### config.mk
export PLATFORM = sky130hd
export DESIGN_NAME = ifetch_unit
export DESIGN_NICKNAME = d
export VERILOG_FILES = /design/src/rtl/ifetch_unit.sv
export SDC_FILE = /design/constraint.sdc
export NUM_CORES = 1
export LEC_CHECK = 0
export ABC_AREA = 1
export CAP_MARGIN = 20
export CORE_AREA = 2 2 98 100
export CTS_CLUSTER_DIAMETER = 100
export DETAILED_ROUTE_END_ITERATION = 6
export DIE_AREA = 0 0 100 102
export HOLD_SLACK_MARGIN = 0.1
export PLACE_DENSITY_LB_ADDON = 0.08
export REMOVE_ABC_BUFFERS = 1
export SETUP_SLACK_MARGIN = 0.15
export SYNTH_ARGS = -nofsm -noshare
export SYNTH_HDL_FRONTEND = slang
export SYNTH_SLANG_ARGS = --single-unit
### constraint.sdc
create_clock -name clk -period 1.85 [get_ports clk]
set_clock_uncertainty 0.15 [all_clocks]
set_input_delay 0.185 -clock clk [delete_from_list [all_inputs] [get_ports clk]]
set_output_delay 0.185 -clock clk [all_outputs]
set_load 0.03 [all_outputs]
### src/rtl/ifetch_unit.sv
// Fetch stage: architectural PC, instruction register and the instruction-memory request handshake.
// Latency: start -> imem_req next cycle; ack -> instr/ir_valid/fetch_done next cycle (2-edge minimum fetch).
// Backpressure: holds imem_req and imem_addr until ack, flush or a TIMEOUT-cycle abort; start is ignored while busy.
module ifetch_unit #(
    parameter logic [31:0] RESET_PC = 32'h0000_3000,
    parameter int          TIMEOUT  = 16,
    parameter int          CNT_W    = 5
) (
    input  logic        clk,
    input  logic        rst,
    input  logic        start,
    input  logic        flush,
    input  logic        pcwr,
    input  logic [29:0] npc,
    output logic [29:0] imem_addr,
    output logic        imem_req,
    input  logic        imem_ack,
    input  logic [31:0] imem_rdata,
    output logic [29:0] pc,
    output logic [31:0] instr,
    output logic        ir_valid,
    output logic        fetch_done,
    output logic        busy,
    output logic        fetch_err
);

    typedef enum logic {
        IDLE = 1'b0,
        REQ  = 1'b1
    } state_t;

    localparam logic [29:0]      RESET_WADDR = RESET_PC[31:2];
    localparam logic [CNT_W-1:0] CNT_LAST    = CNT_W'(TIMEOUT - 1);

    state_t           state;
    logic [CNT_W-1:0] cnt;

    // PC register: npc commits whenever pcwr is high, regardless of fetch state.
    always_ff @(posedge clk) begin
        if (rst) begin
            pc <= RESET_WADDR;
        end else if (pcwr) begin
            pc <= npc;
        end
    end

    // Fetch FSM with registered outputs; imem_req and busy mirror the REQ state.
    always_ff @(posedge clk) begin
        if (rst) begin
            state      <= IDLE;
            cnt        <= '0;
            imem_addr  <= RESET_WADDR;
            imem_req   <= 1'b0;
            busy       <= 1'b0;
            instr      <= '0;
            ir_valid   <= 1'b0;
            fetch_done <= 1'b0;
            fetch_err  <= 1'b0;
        end else begin
            fetch_done <= 1'b0;
            case (state)
                IDLE: begin
                    if (flush) begin
                        // flush outranks start; only the IR is invalidated
                        ir_valid <= 1'b0;
                    end else if (start) begin
                        // latch the pre-pcwr pc so a same-cycle commit does not redirect this fetch
                        imem_addr <= pc;
                        ir_valid  <= 1'b0;
                        cnt       <= '0;
                        state     <= REQ;
                        imem_req  <= 1'b1;
                        busy      <= 1'b1;
                    end
                end
                REQ: begin
                    if (flush) begin
                        // abort: returned data, if any, is dropped and instr keeps its old word
                        ir_valid <= 1'b0;
                        state    <= IDLE;
                        imem_req <= 1'b0;
                        busy     <= 1'b0;
                    end else if (imem_ack) begin
                        instr      <= imem_rdata;
                        ir_valid   <= 1'b1;
                        fetch_done <= 1'b1;
                        state      <= IDLE;
                        imem_req   <= 1'b0;
                        busy       <= 1'b0;
                    end else if (cnt == CNT_LAST) begin
                        // TIMEOUT request cycles without an ack: give up and flag it until reset
                        fetch_err <= 1'b1;
                        state     <= IDLE;
                        imem_req  <= 1'b0;
                        busy      <= 1'b0;
                    end else begin
                        cnt <= cnt + 1'b1;
                    end
                end
                default: begin
                    state    <= IDLE;
                    imem_req <= 1'b0;
                    busy     <= 1'b0;
                end
            endcase
        end
    end

endmodule
# Word level (Yosys, flattened, before mapping)
# Index checks and enable logic that the tools add are counted.
[op_classes]
addsub = 1
eq_ne = 9
mux = 24
bitwise = 3
n_reduce_logical = 7
[op_table]
columns = ["op", "n"]
rows = [
  ["two-way mux 5 bit", 5],
  ["two-way mux 1 bit", 15],
  ["!= test 2 bit (second input constant)", 5],
  ["case mux 5 bit (2 select lines)", 1],
  ["AND reduction 3 bit", 3],
  ["!= test 3 bit (second input constant)", 2],
  ["case mux 1 bit (2 select lines)", 3],
  ["adder 5 x 1 -> 5 bit (second input constant)", 1],
  ["== test 5 x 4 -> 1 bit (second input constant)", 1],
  ["AND reduction 5 bit", 1],
  ["!= test 4 x 3 -> 1 bit (second input constant)", 1],
  ["AND reduction 4 bit", 1],
  ["NOT 1 bit", 3],
  ["OR reduction 3 bit", 1],
  ["AND reduction 2 bit", 1],
]
[totals]
ff_bits = 102
input_bits = 68
out_inout_bits = 97

# Depth between registers and ports, before layout
# Gate-level depths: netlist of the first run.
[logic_depth]
ltp_word = 5
mapped_depth = 10
mapped_depth_nobuf = 10

# Worst setup path before layout of the first run
# Ideal clock, no wire load.
[synth_timing]
path_type = "register to register"
from = "register cnt[0]"
to = "register cnt[0]"
setup_time_ns = 0.117
arrival_ns = 1.237
t_required_ns = 1.583
slack_ns = 0.346
path_stages_with_launch = 11
cell_sequence = "dfxtp_1 ha_1 nand2_1 nor2_1 ha_1 nor2_1 nand2_1 nand2_1 inv_1 nor2_1 nor2_1"
[synth_via]
elab_chain_len = 5
word_cells_on_any_way = 8
cone_classes = "1 x add/sub; 2 x eq/ne; 4 x mux; 1 x reduce/logical"
[synth_rtl]
columns = ["item", "line", "rtl"]
rows = [
  ["start: declaration", "36", "logic [CNT_W-1:0] cnt;"],
  ["start signal: assignment", "97", "cnt <= cnt + 1'b1;"],
  ["adder 5 x 1 -> 5 bit", "97", ""],
  ["two-way mux 5 bit", "90", "end else if (cnt == CNT_LAST) begin"],
  ["two-way mux 5 bit", "83", "end else if (imem_ack) begin"],
  ["two-way mux 5 bit", "77", "if (flush) begin"],
  ["case mux 5 bit (2 select lines)", "61", "case (state)"],
]
# Several ways; a longest one is shown, not always the timed one. The select of a mux whose other input is x is not followed.
# A chain may end at the register's enable or synchronous reset.

# Final worst setup path of the first run
[layout_timing]
from = "register cnt[1]"
to = "register cnt[0]"
[layout_via]
elab_chain_len = 3
[layout_rtl]
columns = ["item", "line"]
rows = [
  ["== test 5 x 4 -> 1 bit", "90"],
  ["!= test 2 bit (no source line)", "n/a"],
  ["AND reduction 5 bit (no source line)", "n/a"],
]
# No other way between the ends.

==> out/results.env, run 1 <==
LAYOUT_WORST_PATH_CYCLE_SHARE=0.877
CLOCK_TREE.HTREE_LEVEL_COUNT=3
SETUP_TOTAL_NEGATIVE_SLACK_NS=0
PLACEMENTROWS=35
FINAL_NETS=698
TRITONCTS='yes'
WIRELENGTH_MM=9.99
TIMING.FINAL.HOLD_VIOLATIONS=0
INITIAL_UTILIZATION=0.409
SYNTH_MOST_COMMON_CELL='nor2_1'
ANT_NETS=0
HOLD_PATH.CLASS='in2reg'
FIN_UTIL=0.617
CP-START-KIND='flip-flop'
SYNTH_CELL_TYPE_COUNT=20
SETUP.WORST_PATH.CLASS='reg2reg'
DIE-AREA_MM2=0.0102
ROUTE.VIAS.TOTAL=3559
VDD_DROP_MAX_uV=430
FINAL.SETUP.WORST_SLACK_NS=0.227
NUMBER_OF_ENABLE_TYPE_REGISTER_CELLS_IN_THE_SYNTHESIZED_NETLIST=0
HEADROOM_TO_THE_MAX_SLEW_LIMIT=0.750
DRC_VIOLATION_COUNT_AFTER_ROUTING=0
TIMING_MAX_TRANSITION_VIOLATIONS_FINAL=0
CLK_TRANSITION_REPORTED_PATHS_NS=0.09
FP.DIEW_UM=100
PLACE_WORST_SETUP_SLACK_NS=0.155
DRIVE_ABOVE_1_SHARE=0.0680
MAX_SLEW.WORST_PIN.SLEW_NS=0.374
SYNTH_SEQ_CELLS=102
DRT_PASS1_ITERATIONS=4
SYNTH_TO_FINAL_AREA_CHANGE_PCT=51.0
SYNTH.MUX.AREA_FRACTION=0
WL_PER_CELL_UM=13.4
ROUTE.MET2.WL_MM=4.64
CTS_SINKS=102
MAXCAPVIOLCOUNT=0
IO-PIN-COUNT=165
TIMING.CRITICAL_PATH.ARRIVAL_NS=1.72
WORST_SKEW_PAIR.LATE_LATENCY_NS=0.35
GRT_MAX_DEGREE=68
SYNTH_TOP_FAMILY_BY_AREA='simple AND/OR/NAND/NOR gates'
MAXUSEDROUTINGLAYER='met4'
GRT_ANTENNA_BEFORE_REPAIR=0
AREA_FRACTION_IN_COMPOUND_GATES_AFTER_SYNTHESIS=0.131
SYNTH_FLOP_CELL='dfxtp_1'
SYNTH_TOP_CELL_BY_AREA='dfxtp_1'
ROUTE.LAYER.MET1.WL_MM=4.42
DIE_HEIGHT_UM=102
WL_MET3_UM=835
STATUS='finished clean'
FMAX_GHz=0.616
IO_BUFFERS=164
REPORT.FINAL.SETUP_VIOL=0
DRT_FIRST_ITER_VIOLATIONS=69
CRITICAL_PATH_REQUIRED_NS=1.95
SYNTHXORXNORAREAFRAC=0
GLOBALROUTETOTALUTIL=0.189
GP_ROUTABILITY_CONGESTION=0.794
WIRE_LENGTH_OF_THE_FIRST_GLOBAL_ROUTING_PASS_MM=15.5
TOP_POST_SYNTHESIS_CELLS_BY_AREA='dfxtp_1 55%, nor2_1 13%, o21ai_0 7.9%'
ANTENNA_CELLS_INSERTED=0
YS_WARN_COUNT=0
SETUP_REPAIR_AFTER_GLOBAL_ROUTING_MISSED_ITS_MARGIN='no'
DETAILED_PLACER_S_ENDING_HPWL_MM=6.86
NUMCTSBUFFERS=9
SYNTH_TOP_CELL_AREA_SHARE=0.548
SYNTH_SEQ_AREA_SHARE=0.548
ROUTE.DETAILED.VIAS_PER_INST=4.79
SYNTHSIMPLEGATEAREAFRAC=0.250
POWER_DENSITY_mW_PER_MM2=846
SYNTH.TOP_CELLS.BY_COUNT='125 x nor2_1, 102 x dfxtp_1, 59 x o21ai_0, 54 x nand2_1, 41 x nand3_1'
POST_SYNTH_INST_COUNT=473
VIAS_IN_THE_FIRST_GLOBAL_ROUTE=3234
SYNTH_ADDER_AREA_SHARE=0.00672
POST_SYN_AREA_PER_CELL_UM2=7.87
CORE_MM2=0.00911
CRITICAL_PATH.MAX_FANOUT=4
N_FILL_CELL=882
POST_SYNTH_INSTANCE_AREA_MM2=0.00372
LEAKAGEPOWER_nW=2.55
CTS_ROOT_BUFFER='clkbuf_8'
GRT-OVFL-TOTAL=0
PERIOD_MINUS_SLACK_NS=1.62
CRIT_PATH_END_KIND='flip-flop'
SYNTHARSTFLOPSHARE=0
BUFFER_DEPTH_OF_THE_LONGEST_CLOCK_PATH=2
## report_power, final
| part | switching (mW) | leakage [nW] | internal, mW |
|---|---|---|---|
| combinational | 0.450 | 1.59 | 0.313 |
| sequential | 0.0570 | 0.837 | 2.30 |
| clock | 0.718 | 0.119 | 0.927 |
| total | 1.22 | 2.55 | 3.54 |
## cells in the final DEF, fill, tap and decap left out, drive strengths merged
cell           synthesis  layout
o21ai                 62      62
buf                   20      14
clkbuf                14      11
bufinv                 0       3
nor2                 127     127
nand3                 42      42
and2                   1       1
clkdlybuf4s50          0      67
a21oi                 34      34
ha                     2       2
dfxtp                102     102
clkinv                 0       1
a31oi                  1       1
nand2                 55      55
inv                   13      13
dlygate4sd2            0      97
## worst max-delay path, cell delays in order (launching register included)
cell and delay [ns]:
dfxtp_2 0.38, ha_4 0.15, nand2_4 0.06, nor2_4 0.11
ha_4 0.15, inv_2 0.03, nand2_2 0.07, nor2_4 0.05
buf_4 0.13, o21ai_0 0.17, nor2_1 0.07
## cells by family after synthesis
family	Yosys count
AO/OA/AOI/OAI	97
adder cells (fa/ha/maj)	2
buffers and inverters	47
flip-flops	102
AND/OR/NAND/NOR	225
## flip-flops by register name, indices dropped and copies added (netlist names)
| signal | count |
|---|---|
| state | 1 |
| pc | 30 |
| busy | 1 |
| cnt | 5 |
| imem_addr | 30 |
| ir_valid | 1 |
| instr | 32 |
| fetch_err | 1 |
| fetch_done | 1 |
## stage by stage
step / cells / cell area [um2] / power [mW] / hold slack [ns]
floorplan: 439 / 3530 / 2.78 / 0.104
global placement: 727 / 5450 / 3.24 / 0.298
detailed placement: 727 / 5450 / 3.24 / 0.304
CTS: 742 / 5560 / 4.81 / 0.232
global route: 743 / 5620 / 4.96 / 0.242
finish: 743 / 5620 / 4.76 / 0.250
## per-layer routing
metal / vias to the layer above / global-route usage
li1: 1834 / -
met1: 1605 / 0.227
met2: 111 / 0.314
met3: 9 / 0.0657
met4: 0 / 0.0727
met5: - / 0
## worst paths after layout
kind              slack, ns  cells past startpoint   endpoint           start
setup / recovery       0.23                     10     cnt[0]          cnt[1]
hold / removal         0.25                      3  instr[23]  imem_rdata[23]
setup reg to reg       0.23                     10     cnt[0]          cnt[1]
hold reg to reg        0.31                      2  instr[11]       instr[11]
## cell type report
cell class | count | area [um2] | share of cell area
well taps | 111 | 139 | 0.0247
multi-input cells | 324 | 1490 | 0.265
inverters | 13 | 48.8 | 0.00868
clock buffers | 11 | 141 | 0.0251
flip-flops and latches | 102 | 2050 | 0.364
repair buffers | 178 | 1660 | 0.296
clock inverters | 4 | 95.1 | 0.0169
## timing repair
action	in CTS	in global routing
setup endpoints to repair	97	7
endpoints found under the hold margin	0	0
setup buffers	0	1
resized for setup	97	14
hold buffers	0	0
pin swaps	0	5
Power figures use the tool's default switching activity.
==> inputs of run 2 (changes only) <==
--- a/config.mk
+++ b/config.mk
@@ -11,6 +11,7 @@
 export CTS_CLUSTER_DIAMETER = 100
 export DETAILED_ROUTE_END_ITERATION = 6
 export DIE_AREA = 0 0 100 102
+export GPL_TIMING_DRIVEN = 1
 export HOLD_SLACK_MARGIN = 0.1
 export PLACE_DENSITY_LB_ADDON = 0.08
 export REMOVE_ABC_BUFFERS = 1
==> constraint.sdc (replaced) <==
create_clock -name clk -period 1.85 [get_ports clk]
set_clock_uncertainty 0.15 [all_clocks]
set_input_delay 0.185 -clock clk [delete_from_list [all_inputs] [get_ports clk]]
set_output_delay 0.185 -clock clk [all_outputs]
set_load 0.1 [all_outputs]
==> out/results.env, run 2 (synthesis results as in run 1) <==
STATUS='finished clean'
COMB_POWER_SHARE=0.253  # +0.093
GRT_MAX_DEGREE=68  # unchanged
FINAL_NETS=698  # unchanged
NUMCTSBUFFERS=9  # unchanged
INITIAL_UTILIZATION=0.409  # unchanged
LEAKAGEPOWER_nW=2.32  # -8.7%
SETUP_REPAIR_AFTER_GLOBAL_ROUTING_MISSED_ITS_MARGIN='no'
ROUTE.DETAILED.VIAS_PER_INST=4.78  # -0.16%
CTS_ROOT_BUFFER='clkbuf_8'
MAX_SLEW.WORST_PIN.SLEW_NS=0.385  # +0.0106 ns
PLACE_WORST_SETUP_SLACK_NS=0.158  # +0.00382 ns
P_SW_FRAC=0.345  # +0.0879
MAXCAPVIOLCOUNT=0  # unchanged
DRIVE_ABOVE_1_SHARE=0.220  # +0.152
ROUTE.LAYER.MET1.WL_MM=4.31  # -2.6%
SWITCHING_POWER_mW=1.82  # +49%
FINAL_CELL_COUNT_NO_FILL=744  # +0.13%
POST_CTS_BUFFERS=0  # unchanged
VDD_DROP_MAX_uV=511  # +19%
POST_CTS_HOLD_BUFFER_COUNT=0  # unchanged
CELL_COUNT_AFTER_PLACEMENT=728  # +0.14%
PLACEMENTROWS=35  # unchanged
CLOCKPOWERSHARE=0.300  # -0.046
WIRELENGTH_MM=9.73  # -2.6%
WL_PER_CELL_UM=13.1  # -2.8%
ROUTE.VIAS.TOTAL=3558  # -0.028%
TRITONCTS='yes'
DIE_HEIGHT_UM=102  # unchanged
ROUTE.MET2.WL_MM=4.43  # -4.4%
CTS_SINKS=102  # unchanged
REGISTERS_WITH_THE_MOST_FLIP_FLOPS='instr: 32 flops, imem_addr: 30 flops, pc: 30 flops'
CTS_REPAIR_RESIZED_INSTS=0  # -100%
CPPEAKSTAGEDELAY_NS=0.34  # -0.04 ns
WIRE_LENGTH_OF_THE_FIRST_GLOBAL_ROUTING_PASS_MM=15.2  # -1.9%
TIMING.CRITICAL_PATH.SLOWEST_STAGE_CELL='dfxtp_2'
FMAX_GHz=0.635  # +3.1%
SYNTH_TO_FINAL_AREA_CHANGE_PCT=47.2
TIMING.FINAL.HOLD_VIOLATIONS=0  # unchanged
LAYOUT_WORST_PATH_CYCLE_SHARE=0.851  # -0.0262
IO-PIN-COUNT=165  # unchanged
HOLD_PATH.CLASS='in2reg'
FIN_UTIL=0.602  # -0.0155
DETAILED_PLACER_S_ENDING_HPWL_MM=6.63  # -3.3%
DRT_PASS1_ITERATIONS=4  # unchanged
FINAL.SETUP.WORST_SLACK_NS=0.275  # +0.0485 ns
CRIT_PATH_END_KIND='flip-flop'
FINAL_COMMON_CELL='nor2_1'
MAXUSEDROUTINGLAYER='met4'
HEADROOM_TO_THE_MAX_SLEW_LIMIT=0.743  # -0.00709
BUFFER_DEPTH_OF_THE_LONGEST_CLOCK_PATH=2  # unchanged
CLK_TRANSITION_REPORTED_PATHS_NS=0.10  # about the same
GLOBALROUTETOTALUTIL=0.185  # -0.00373
FLIP_FLOP_COUNT_OF_THE_LARGEST_REGISTER_ALL_COPIES_AND_WORDS_ADDED=32  # unchanged
FINAL_CELL_MIX='125 x nor2_1, 106 x buf_4, 100 x dfxtp_1, 67 x clkdlybuf4s50_1, 58 x o21ai_0'
PERIOD_MINUS_SLACK_NS=1.57  # -0.0485 ns
POWER_DENSITY_mW_PER_MM2=963  # +14%
CLOCK_TREE.HTREE_LEVEL_COUNT=3  # unchanged
SETUP.WORST_PATH.CLASS='reg2reg'
CORE_MM2=0.00911  # unchanged
GRT-OVFL-TOTAL=0  # unchanged
CP-START-KIND='flip-flop'
IO_BUFFERS=164  # unchanged
INTPOWER_mW=3.46  # -2.2%
WL_MET3_UM=890  # +6.6%
GRT_ANTENNA_BEFORE_REPAIR=0  # unchanged
TIMING.CRITICAL_PATH.ARRIVAL_NS=1.72  # about the same
DRC_VIOLATION_COUNT_AFTER_ROUTING=0  # unchanged
ANT_NETS=0  # unchanged
CRITICAL_PATH.MAX_FANOUT=5  # +1
DRT_FIRST_ITER_VIOLATIONS=104  # +51%
FP.DIEW_UM=100  # unchanged
LARGEST-REGISTER='instr'
CRITICAL_PATH_REQUIRED_NS=2.00  # +0.05 ns
WORST_SKEW_PAIR.LATE_LATENCY_NS=0.35  # about the same
ANTENNA_CELLS_INSERTED=0  # unchanged
TIMING_MAX_TRANSITION_VIOLATIONS_FINAL=0  # unchanged
VIAS_IN_THE_FIRST_GLOBAL_ROUTE=3142  # -2.8%
SEQ_POWER_SHARE=0.447  # -0.047
DIE-AREA_MM2=0.0102  # unchanged
REPORT.FINAL.SETUP_VIOL=0  # unchanged
GP_ROUTABILITY_CONGESTION=0.780  # -1.9%
CRIT_CHAIN='ha_2 -> nand2_1 -> nor2_1 -> ha_2 -> inv_1 -> nand2_2 -> nor2_4 -> nand2_1 -> and2_1 -> nor2_1'
run 2: cell types whose count changed in the layout (fill, tap and decap cells not counted), sizes merged:
cell / previous run / this run
buf: 14 / 111
clkbuf: 11 / 10
dlygate4sd2: 97 / 0
inv: 13 / 15
clkinv: 1 / 2
bufinv: 3 / 2
run 2: final cells by class:
type,count,area (um2)
clock inverters,6,91.3
well taps,111,139
repair buffers,178,1570
multi-input cells,324,1460
inverters,13,48.8
flip-flops and latches,102,2040
fillers,855,3630
clock buffers,10,138
run 2: critical path, delay by kind of cell (launching register included):
| kind | cells | cell delay [ns] |
|---|---|---|
| adders and majority gates | 2 | 0.35 |
| buffers and inverters | 1 | 0.06 |
| and+or+nand+nor | 7 | 0.62 |
| DFF | 1 | 0.34 |
run 2: power by group through the flow:
| stage | Clock (mW) | Sequential [mW] | Combinational [mW] |
|---|---|---|---|
| after detailed placement | 0 | 2.41 | 1.34 |
| after global routing | 1.73 | 2.38 | 1.40 |
| after CTS | 1.63 | 2.36 | 1.34 |
| after global placement | 0 | 2.41 | 1.33 |
| after floorplan | 0 | 3.13 | 0.174 |
| final | 1.58 | 2.36 | 1.34 |
run 2: path summary, 6_finish.rpt:
| kind | to | slack (ns) | cells after the start | from |
|---|---|---|---|---|
| worst min register to register | instr[29] | 0.32 | 2 | instr[29] |
| worst max register to register | cnt[3] | 0.28 | 10 | cnt[0] |
| worst max-delay path | cnt[3] | 0.28 | 10 | cnt[0] |
| worst min-delay path | instr[14] | 0.24 | 3 | imem_rdata[14] |
run 2: metrics by stage:
step / setup TNS (ns) / power (mW) / area, um2 / hold WS [ns]
floorplan: -0.408 / 3.31 / 3530 / 0.104
global placement: 0 / 3.74 / 5240 / 0.299
detailed placement: 0 / 3.75 / 5240 / 0.302
CTS: 0 / 5.34 / 5470 / 0.227
global route: 0 / 5.50 / 5480 / 0.241
finish: 0 / 5.28 / 5480 / 0.244
run 2: layer usage:
layer,track usage,up-vias
met2,0.304,124
met1,0.230,1589
li1,-,1837
met4,0.0569,0
met3,0.0670,8
met5,0,-
